===== src/rtl/dds_wavegen.sv =====
// ---------------------------------------------------------------------------
// dds_wavegen -- direct digital synthesis waveform generator
//
// A phase accumulator advances by a frequency word on every enabled cycle.
// A three-stage pipeline turns the accumulator value into one output sample:
//   stage 1  phase = acc + phase offset
//   stage 2  waveform lookup or compute (sine ROM, square, triangle, saw, noise)
//   stage 3  attenuation by a logical right shift
// An acc value registered at cycle n appears on out_data at cycle n+3.
//
// Optional feature macro: DDS_WAVEGEN_NOISE_EN
//   When this macro is defined, cfg_wave=4 selects a 16-bit Fibonacci LFSR
//   (taps 16,14,13,11) that steps once per enabled cycle. When it is
//   undefined, no LFSR exists and cfg_wave=4 outputs 0.
//   The noise path takes the top DATA_W LFSR bits, so it needs DATA_W <= 16.
//
// Parameters
//   DATA_W  sample width of out_data
//   ACC_W   phase accumulator / fword / pword width (>= LUT_AW+1, >= DATA_W+1)
//   LUT_AW  sine ROM address width (2^LUT_AW entries)
//
// Ports
//   clk            clock, all logic on the rising edge
//   rst_n          synchronous active-low reset
//   enable         accumulator advances and samples enter the pipeline
//   cfg_load       one-cycle strobe latching all cfg_* inputs
//   cfg_clr        with cfg_load, clears the accumulator to 0
//   cfg_wave       0 sine, 1 square, 2 triangle, 3 saw, 4 noise, 5-7 zero
//   cfg_fword      frequency word
//   cfg_pword      phase offset word
//   cfg_duty       square wave high threshold (top 8 phase bits < duty)
//   cfg_amp_shift  attenuation as a logical right shift
//   out_data       output sample (offset binary for sine)
//   out_valid      out_data holds a new sample this cycle
//   wrap           one-cycle pulse after the accumulator overflows
// ---------------------------------------------------------------------------
module dds_wavegen #(
    parameter int DATA_W = 8,
    parameter int ACC_W  = 16,
    parameter int LUT_AW = 8
) (
    input  logic              clk,
    input  logic              rst_n,
    input  logic              enable,
    input  logic              cfg_load,
    input  logic              cfg_clr,
    input  logic [2:0]        cfg_wave,
    input  logic [ACC_W-1:0]  cfg_fword,
    input  logic [ACC_W-1:0]  cfg_pword,
    input  logic [7:0]        cfg_duty,
    input  logic [2:0]        cfg_amp_shift,
    output logic [DATA_W-1:0] out_data,
    output logic              out_valid,
    output logic              wrap
);

    localparam logic [2:0] WAVE_SINE     = 3'd0;
    localparam logic [2:0] WAVE_SQUARE   = 3'd1;
    localparam logic [2:0] WAVE_TRIANGLE = 3'd2;
    localparam logic [2:0] WAVE_SAW      = 3'd3;
`ifdef DDS_WAVEGEN_NOISE_EN
    localparam logic [2:0] WAVE_NOISE    = 3'd4;
`endif

    localparam int LUT_N = 1 << LUT_AW;

    // Fixed-point format used only while building the sine table.
    localparam int     FRAC  = 28;
    localparam longint ONE_Q = longint'(1) <<< FRAC;
    localparam longint PI_Q  = 64'sd843314857;   // round(pi * 2^28)

    // -----------------------------------------------------------------------
    // Sine table entry, evaluated at elaboration time.
    // The angle is folded into the first quadrant, sin() is evaluated with a
    // Taylor series up to x^15 (error far below one LSB), then scaled,
    // rounded half away from zero and offset to mid-scale.
    // -----------------------------------------------------------------------
    function automatic logic [DATA_W-1:0] sine_entry(input int idx);
        int                k;
        int                fold;
        logic              neg;
        longint            x;
        longint            x2;
        longint            term;
        longint            s;
        longint            amp;
        longint            mag;
        logic [DATA_W-1:0] res;
        neg  = (idx >= LUT_N / 2);
        fold = idx % (LUT_N / 2);
        if (fold > LUT_N / 4)
            fold = LUT_N / 2 - fold;
        x    = (PI_Q * longint'(fold)) / longint'(LUT_N / 2);
        x2   = (x * x) >>> FRAC;
        term = x;
        s    = x;
        for (k = 1; k <= 7; k++) begin
            term = (term * x2) >>> FRAC;
            term = -(term / longint'((2 * k) * (2 * k + 1)));
            s    = s + term;
        end
        if (s > ONE_Q)
            s = ONE_Q;
        if (s < 0)
            s = 0;
        amp = (longint'(1) <<< (DATA_W - 1)) - 1;
        mag = (amp * s + (ONE_Q >>> 1)) >>> FRAC;
        if (neg)
            res = DATA_W'((amp + 1) - mag);
        else
            res = DATA_W'((amp + 1) + mag);
        return res;
    endfunction

    // Sine ROM: constant array read through a register in stage 2.
    logic [DATA_W-1:0] sine_rom [LUT_N];

    generate
        for (genvar gi = 0; gi < LUT_N; gi++) begin : g_sine_rom
            localparam logic [DATA_W-1:0] ENTRY = sine_entry(gi);
            assign sine_rom[gi] = ENTRY;
        end
    endgenerate

    // -----------------------------------------------------------------------
    // Configuration registers
    // -----------------------------------------------------------------------
    logic [2:0]       cfg_wave_reg;
    logic [ACC_W-1:0] cfg_fword_reg;
    logic [ACC_W-1:0] cfg_pword_reg;
    logic [7:0]       cfg_duty_reg;
    logic [2:0]       cfg_amp_shift_reg;

    always_ff @(posedge clk) begin
        if (!rst_n) begin
            cfg_wave_reg      <= WAVE_SINE;
            cfg_fword_reg     <= ACC_W'(1);
            cfg_pword_reg     <= '0;
            cfg_duty_reg      <= 8'h80;
            cfg_amp_shift_reg <= 3'd0;
        end else if (cfg_load) begin
            cfg_wave_reg      <= cfg_wave;
            cfg_fword_reg     <= cfg_fword;
            cfg_pword_reg     <= cfg_pword;
            cfg_duty_reg      <= cfg_duty;
            cfg_amp_shift_reg <= cfg_amp_shift;
        end
    end

    // -----------------------------------------------------------------------
    // Phase accumulator and wrap pulse
    // -----------------------------------------------------------------------
    logic [ACC_W-1:0] acc_reg;
    logic [ACC_W:0]   acc_sum;
    logic             wrap_reg;

    // One extra bit catches the carry out of the top accumulator bit.
    assign acc_sum = {1'b0, acc_reg} + {1'b0, cfg_fword_reg};

    always_ff @(posedge clk) begin
        if (!rst_n) begin
            acc_reg  <= '0;
            wrap_reg <= 1'b0;
        end else if (cfg_load && cfg_clr) begin
            // A clear is an explicit request for a phase restart, so it wins
            // over the addition and is honoured even while idle.
            acc_reg  <= '0;
            wrap_reg <= 1'b0;
        end else if (enable) begin
            acc_reg  <= acc_sum[ACC_W-1:0];
            wrap_reg <= acc_sum[ACC_W];
        end else begin
            wrap_reg <= 1'b0;
        end
    end

`ifdef DDS_WAVEGEN_NOISE_EN
    // -----------------------------------------------------------------------
    // Noise source: Fibonacci LFSR x^16 + x^14 + x^13 + x^11 + 1
    // -----------------------------------------------------------------------
    logic [15:0] lfsr_reg;

    always_ff @(posedge clk) begin
        if (!rst_n)
            lfsr_reg <= 16'hACE1;
        else if (enable)
            lfsr_reg <= {lfsr_reg[14:0],
                         lfsr_reg[15] ^ lfsr_reg[13] ^ lfsr_reg[12] ^ lfsr_reg[10]};
    end
`endif

    // -----------------------------------------------------------------------
    // Stage 1: phase offset
    // -----------------------------------------------------------------------
    logic [ACC_W-1:0] ph_reg;
    logic             v1_reg;

    always_ff @(posedge clk) begin
        if (!rst_n) begin
            ph_reg <= '0;
            v1_reg <= 1'b0;
        end else begin
            ph_reg <= acc_reg + cfg_pword_reg;
            v1_reg <= enable;
        end
    end

    // -----------------------------------------------------------------------
    // Stage 2: waveform generation
    // -----------------------------------------------------------------------
    logic [DATA_W-1:0] wave_next;
    logic [DATA_W-1:0] wave_reg;
    logic              v2_reg;
    logic [DATA_W-1:0] tri_bits;

    assign tri_bits = ph_reg[ACC_W-2 -: DATA_W];

    always_comb begin
        wave_next = '0;
        case (cfg_wave_reg)
            WAVE_SINE:     wave_next = sine_rom[ph_reg[ACC_W-1 -: LUT_AW]];
            WAVE_SQUARE:   wave_next = (ph_reg[ACC_W-1 -: 8] < cfg_duty_reg) ?
                                       {DATA_W{1'b1}} : '0;
            // Rising half uses the phase below the MSB, falling half mirrors it.
            WAVE_TRIANGLE: wave_next = ph_reg[ACC_W-1] ? ~tri_bits : tri_bits;
            WAVE_SAW:      wave_next = ph_reg[ACC_W-1 -: DATA_W];
`ifdef DDS_WAVEGEN_NOISE_EN
            WAVE_NOISE:    wave_next = lfsr_reg[15 -: DATA_W];
`endif
            default:       wave_next = '0;
        endcase
    end

    always_ff @(posedge clk) begin
        if (!rst_n) begin
            wave_reg <= '0;
            v2_reg   <= 1'b0;
        end else begin
            wave_reg <= wave_next;
            v2_reg   <= v1_reg;
        end
    end

    // -----------------------------------------------------------------------
    // Stage 3: attenuation; out_data only changes on a valid sample so it
    // holds its last value while the pipeline is drained.
    // -----------------------------------------------------------------------
    logic [DATA_W-1:0] out_data_reg;
    logic              out_valid_reg;

    always_ff @(posedge clk) begin
        if (!rst_n) begin
            out_data_reg  <= '0;
            out_valid_reg <= 1'b0;
        end else begin
            if (v2_reg)
                out_data_reg <= wave_reg >> cfg_amp_shift_reg;
            out_valid_reg <= v2_reg;
        end
    end

    assign out_data  = out_data_reg;
    assign out_valid = out_valid_reg;
    assign wrap      = wrap_reg;

    // Low phase bits are not needed by every waveform; fold them here so the
    // full phase register is visibly consumed.
    logic unused_ph_bits;
    assign unused_ph_bits = ^ph_reg;

endmodule


===== config.mk =====
export PLATFORM = sky130hd
export DESIGN_NAME = dds_wavegen
export DESIGN_NICKNAME = d
export VERILOG_FILES = /design/src/rtl/dds_wavegen.sv
export SDC_FILE = /design/constraint.sdc
export NUM_CORES = 1
export LEC_CHECK = 0
export ABC_AREA = 1
export CAP_MARGIN = 30
export CORE_ASPECT_RATIO = 1.4
export CORE_MARGIN = 2
export CORE_UTILIZATION = 50
export CTS_CLUSTER_DIAMETER = 200
export DETAILED_ROUTE_END_ITERATION = 16
export PLACE_DENSITY_LB_ADDON = 0.12
export SLEW_MARGIN = 20
export SYNTH_ARGS = -nofsm -noshare
export SYNTH_HDL_FRONTEND = slang
export SYNTH_SLANG_ARGS = --single-unit

===== constraint.sdc =====
create_clock -name clk -period 2.5 [get_ports clk]
set_input_delay 0.5 -clock clk [delete_from_list [all_inputs] [get_ports clk]]
set_output_delay 0.5 -clock clk [all_outputs]
set_load 0.03 [all_outputs]

[Yosys cells after proc, flatten, opt, wreduce, memory -nomap -nowiden]
Memory sizes are Yosys's and may differ from the RTL's.
Cells that the tools add are included.
Word-level totals
  register bits after elaboration: 98
  memory bits (read-only): 2048
  bits of input ports: 51
  output and inout bits: 10
  logic and storage cells: 35
  memories: 1
Cells by class
  $add $sub $neg: 2
  order comparisons: 2
  equal/unequal tests: 3
  shift operators: 1
  muxes and demuxes: 5
  bitwise gates (word level): 4
  reductions and logical operators: 4
Memory list
  (name not given): words 256, width 8, read ports 1, clocked after Yosys merged registers in 0, write ports 0, line 221  | WAVE_SINE: wave_next = sine_rom[ph_reg[ACC_W-1 -: LUT_AW]];
Operator list (count)
  $mux 8: 4
  $pmux 8 s4: 1
  $add 16x16->17: 1
  $add 16x16->16: 1
  $ge 9x9->1 const B: 1
  $not 8->9: 1
  $lt 8x8->1: 1
  $not 8->8: 1
  $shr 8x3->8: 1
  $eq 3x2->1 const B: 2
  $eq 3x1->1 const B: 1
  $logic_not 3->1: 1
  $reduce_or 3->1: 1
  $not 1->1: 2
  $reduce_or 2->1: 1
  $logic_and 1x1->1: 1

[Logic depth before layout (Yosys ltp)]
Gate-level depths: netlist of the first run.
  word-level depth: 5
  gate-level depth with buffers: 18
  gate-level depth less buffers: 17

[Worst setup path after synthesis of the first run]
OpenSTA, ideal clock, no wires.
  path kind: register to register
  start point: reg acc_reg[0]
  end point: reg acc_reg[10]
  arrival: 1.827 ns
  slack: 0.557 ns
  cell stages (with the launch flop): 14
  path buffers: 0
  period minus slack after synthesis: 1.943 ns
  cell sequence: dfxtp_1 ha_1 inv_1 fa_1 inv_1 nand3_1 nand2_1 a21boi_0 nor2_1 nor2_1 a21oi_1 nor2_1 o21ai_0 inv_1
Between the ends
  word-level cells in the longest chain between the ends: 1
Ends and longest elaborated chain
  start, declared: line 153  | logic [ACC_W-1:0] acc_reg;
  start signal, assigned: line 170  | acc_reg <= acc_sum[ACC_W-1:0];
  $add 16x16->17: line 158  | assign acc_sum = {1'b0, acc_reg} + {1'b0, cfg_fword_reg};
No other way between the ends.
A chain may end at the register's enable or synchronous reset.

[Final worst setup path of the first run]
  start point: reg ph_reg[8]
  end point: reg wave_reg[2]
Between the ends
  word-level cells in the longest chain between the ends: 5
Ends and longest elaborated chain
  start, declared: line 195  | logic [ACC_W-1:0] ph_reg;
  start signal, assigned: line 203  | ph_reg <= acc_reg + cfg_pword_reg;
  $not 8->9 (implied by the code): line 221
  $mem_v2 256x8
  $mux 8 (implied by the code) (2 in series): line 221
  $pmux 8 s4 (*): line 220  | case (cfg_wave_reg)
  end signal, assigned: line 239  | wave_reg <= wave_next;
  end, declared: line 212  | logic [DATA_W-1:0] wave_reg;
Every way passes the cells marked *; elsewhere a longest branch is shown, timed or not. The select of a mux whose other input is x is not followed.

==> summary.md, run 1 <==
| Metric | Value |
|---|---|
| Final Max Slew Viols | `0` |
| Hold buffers post-CTS | `0` |
| Drt first pass iters | `5` |
| Worst-path clk slew | `0.07 ns` |
| Critical path's largest stage delay | `~0.34 ns` |
| Peak VDD IR | `about 0.38 mV` |
| Via count | `approximately 7,400` |
| Max Fanout on Critical Path | `11` |
| Post-synthesis sequential area ratio | `0.2667` |
| Buffers on Ports | `60` |
| Status | `finished, final reports clean` |
| Global Route met2 Usage | `0.5652` |
| Hold Worst Slack | `about 0.42 ns` |
| Starting Density | `0.5103` |
| Crit end category | `register` |
| Met3 GRT Util | `0.05059` |
| Final GP Congestion | `1.000` |
| Met1 usage | `0.3441` |
| Vias in the first global route | `slightly above 7,000` |
| Critical path cell sequence | `inv_2, ha_1, nand2_1, nand2_1, o21ai_1, o211ai_1, nand2_1, nand3_1, nand2_1, nand2_1, nand3_1, nand2_1, inv_1` |
| Clock latency on the worst-skew pair | `about 0.34 ns` |
| Crit share post-route | `0.8742` |
| RR Endpoint | `wave_reg[2]` |
| Mapped cell area | `roughly 6800 sq um` |
| Die Ht | `approximately 140 microns` |
| Pre-CTS setup slack | `roughly 0.36 ns` |
| Final setup fails | `0` |
| CTS Buf Count | `9` |
| Top cells by area, synth | `dfxtp_1 (27%), nand2_1 (16%), ha_1 (8.8%)` |
| P_sw | `around 1.6 mW` |
| Hold_sp | `v1_reg` |
| Syn Area/Cell | `between 6 and 7 sq um` |
| H-tree depth | `3` |
| Post-route antenna net violation count | `0` |
| DR WL/cell | `16.57 microns` |
| N_diodes | `0` |
| Leakage power | `between 3 and 4 nW` |
| Worst reg-to-reg path cell count | `13` |
| Min-Delay Endpoint | `v2_reg` |
| CTS Sinks | `91` |
| Achievable Freq | `roughly 460 MHz` |
| WP data arrival | `roughly 2.5 ns` |
| Max Buffers Root-to-Sink | `2` |
| WP buf/inv | `2` |
| Busiest grt layer | `met2` |
| Synth Register Bits | `between 90 and 100` |
| Clock Power Share | `0.291` |
| Layout area overhead | `16.15%` |
| Largest net degree at the start of global routing | `65` |
| Ys flop type | `dfxtp_1` |
| Vias per cell | `approximately 5.5` |
| Mapped Cells | `1,099` |
| Setup TNS | `0 ns` |
| Final critical-path required period | `2.185 ns` |
| CP required | `roughly 2.8 ns` |
| Pwr per Cell Area | `~560 nW/um^2` |
| Sequential power share | `0.375` |
| Initial antenna violation count | `0` |
| First-pass GRT wire length | `approximately 36,000 microns` |
| Synth unique cells | `45` |
| # resized after CTS | `0` |
| Critical path type | `register to register` |
| Top cell type by total area after synthesis | `dfxtp_1` |
| Fin nets | `1,259` |
| Die Area | `about 15,000 sq um` |
| Root buf cell | `clkbuf_16` |
| Reg-to-Reg Start | `ph_reg[8]` |
| Die width | `102.8 microns` |
| Residual DRC | `0` |
| Slew @ Worst Pin | `0.7108 ns` |
| Async SR Flop Fraction | `0` |
| Minimum setup slack among reg-to-reg paths | `0.31 ns` |
| Final Hold Fails | `0` |
| Setup slack after layout | `between 0.3 and 0.4 ns` |
| Syn Nets | `1,199` |
| Layout cells sized above 1 | `0.05842` |
| Comb power frac | `0.334` |
| # rows | `50` |
| Grt total ovfl | `0` |
| Max Cap Violations | `0` |
| Pint | `2.784 mW` |
| Yosys Warn Count | `0` |
| Unrepaired setup endpoints after global routing | `no` |
| Hold depth | `2` |
| Io pins | `about 60` |
| CTS tree | `built` |
| 1st-iter DRT viols | `roughly 340` |
| Switching share of power | `0.3715` |
| Hold WC Path Type | `register to register` |
| Relative slew slack | `0.5225` |
| Fin Clk Skew | `between 0.01 and 0.015 ns` |
| Post-synth EDFFs | `0` |
| Postcts setup bufs | `0` |
| Most used cell, CP | `nand2_1` |
| WL final | `about 22,000 microns` |
| Core area | `around 13,000 sq um` |
| Crit-path leading delay family | `simple AND/OR/NAND/NOR gates` |
| DP HPWL | `about 17,000 microns` |
| GR Util All Layers | `0.3167` |
| Post-synth top area share | `0.2667` |
| Slowest cell on crit path | `dfxtp_1` |
| CP Launch Type | `register` |
## area by class of cell
| type | count | area [sq um] |
|---|---|---|
| fillers | 1421 | 5453 |
| inverters | 107 | 404.1 |
| multi-input cells | 854 | 4325 |
| well taps | 182 | 227.7 |
| repair buffers | 96 | 878.3 |
| flip-flops and latches | 91 | 1822 |
| clock inverters | 6 | 48.80 |
| clock buffers | 10 | 229.0 |
## power by group through the flow
stage	registers (mW)	clock network (mW)	logic (mW)
finish	1.66	1.29	1.48
global route	1.67	1.37	1.66
detailed placement	1.69	0	1.45
CTS	1.66	1.32	1.46
floorplan	1.65	0	1.02
global placement	1.69	0	1.45
## synthesized netlist by cell type (all sizes together) (3+ instances only)
master and instances:
a21o 6, a211oi 4, clkbuf 23, xor2 7
nor2 146, a32oi 4, a22oi 3, nor3 15
buf 24, mux2i 4, o211ai 8, a31oi 8
a21oi 85, clkinv 3, nand4 8, nand2 295
inv 104, nand3 82, ha 48, o21ai 107
o21bai 3, xnor2 5, dfxtp 91
## stage by stage
step                      cells  total power, mW    util  instance area (sq um)
after detailed placement   1330            3.139  0.5720                   7657
after global routing       1346            4.697  0.5927                   7935
after CTS                  1346            4.434  0.5927                   7935
final                      1346            4.429  0.5927                   7935
after floorplan            1099            2.673       -                   6832
after global placement     1330            3.144  0.5720                   7657
## kinds of logic after synthesis
family,Yosys count,share of synthesized area
mux,4,0.005861
buf+inv,154,0.1002
compound gates,238,0.1918
simple gates,551,0.3293
flops,91,0.2667
xor+xnor,12,0.01538
fa+ha+maj,49,0.09084
## layer usage
layer | vias up | routed length (microns)
li1 | 3745 | -
met1 | 3371 | 8390
met2 | 237 | 11440
met3 | 80 | 1087
met4 | 0 | 1387
met5 | - | 0
## how the worst max path moves through the flow
stage | from | to | slack (ns) | cells past startpoint
after detailed placement | acc_reg[0] | acc_reg[10] | 0.36 | 13
final | ph_reg[8] | wave_reg[2] | 0.31 | 13
after floorplan | acc_reg[0] | acc_reg[10] | 0.56 | 13
after global placement | acc_reg[0] | acc_reg[10] | 0.40 | 13
after CTS | acc_reg[0] | acc_reg[10] | 0.35 | 13
after global routing | acc_reg[0] | acc_reg[10] | 0.05 | 13
## cells in the final DEF, fill, tap and decap left out, drive strengths merged, types with 10 or more instances in the layout
cell / count
nand2: 295
o21ai: 107
inv: 105
buf: 37
nor2: 146
a21oi: 85
clkdlybuf4s50: 59
nand3: 82
nor3: 15
clkbuf: 10
ha: 48
dfxtp: 91
## tightest hold or removal path, delay by kind of cell, from the launching register on
kind          cells  cell delay (ns)
buf+inv           1             0.04
flops             1             0.32
simple gates      1             0.05
(Power assumes the default switching activity.)
==> inputs of run 2 (changes only) <==
CTS_CLUSTER_DIAMETER = 40   (was 200)
==> results of run 2 <==
Final layout, timing and power as in run 1 (identical DEF).
==> inputs of run 3 (changes only) <==
CAP_MARGIN = 40   (was 30)
==> results of run 3 <==
Final layout, timing and power as in run 1 (identical DEF).
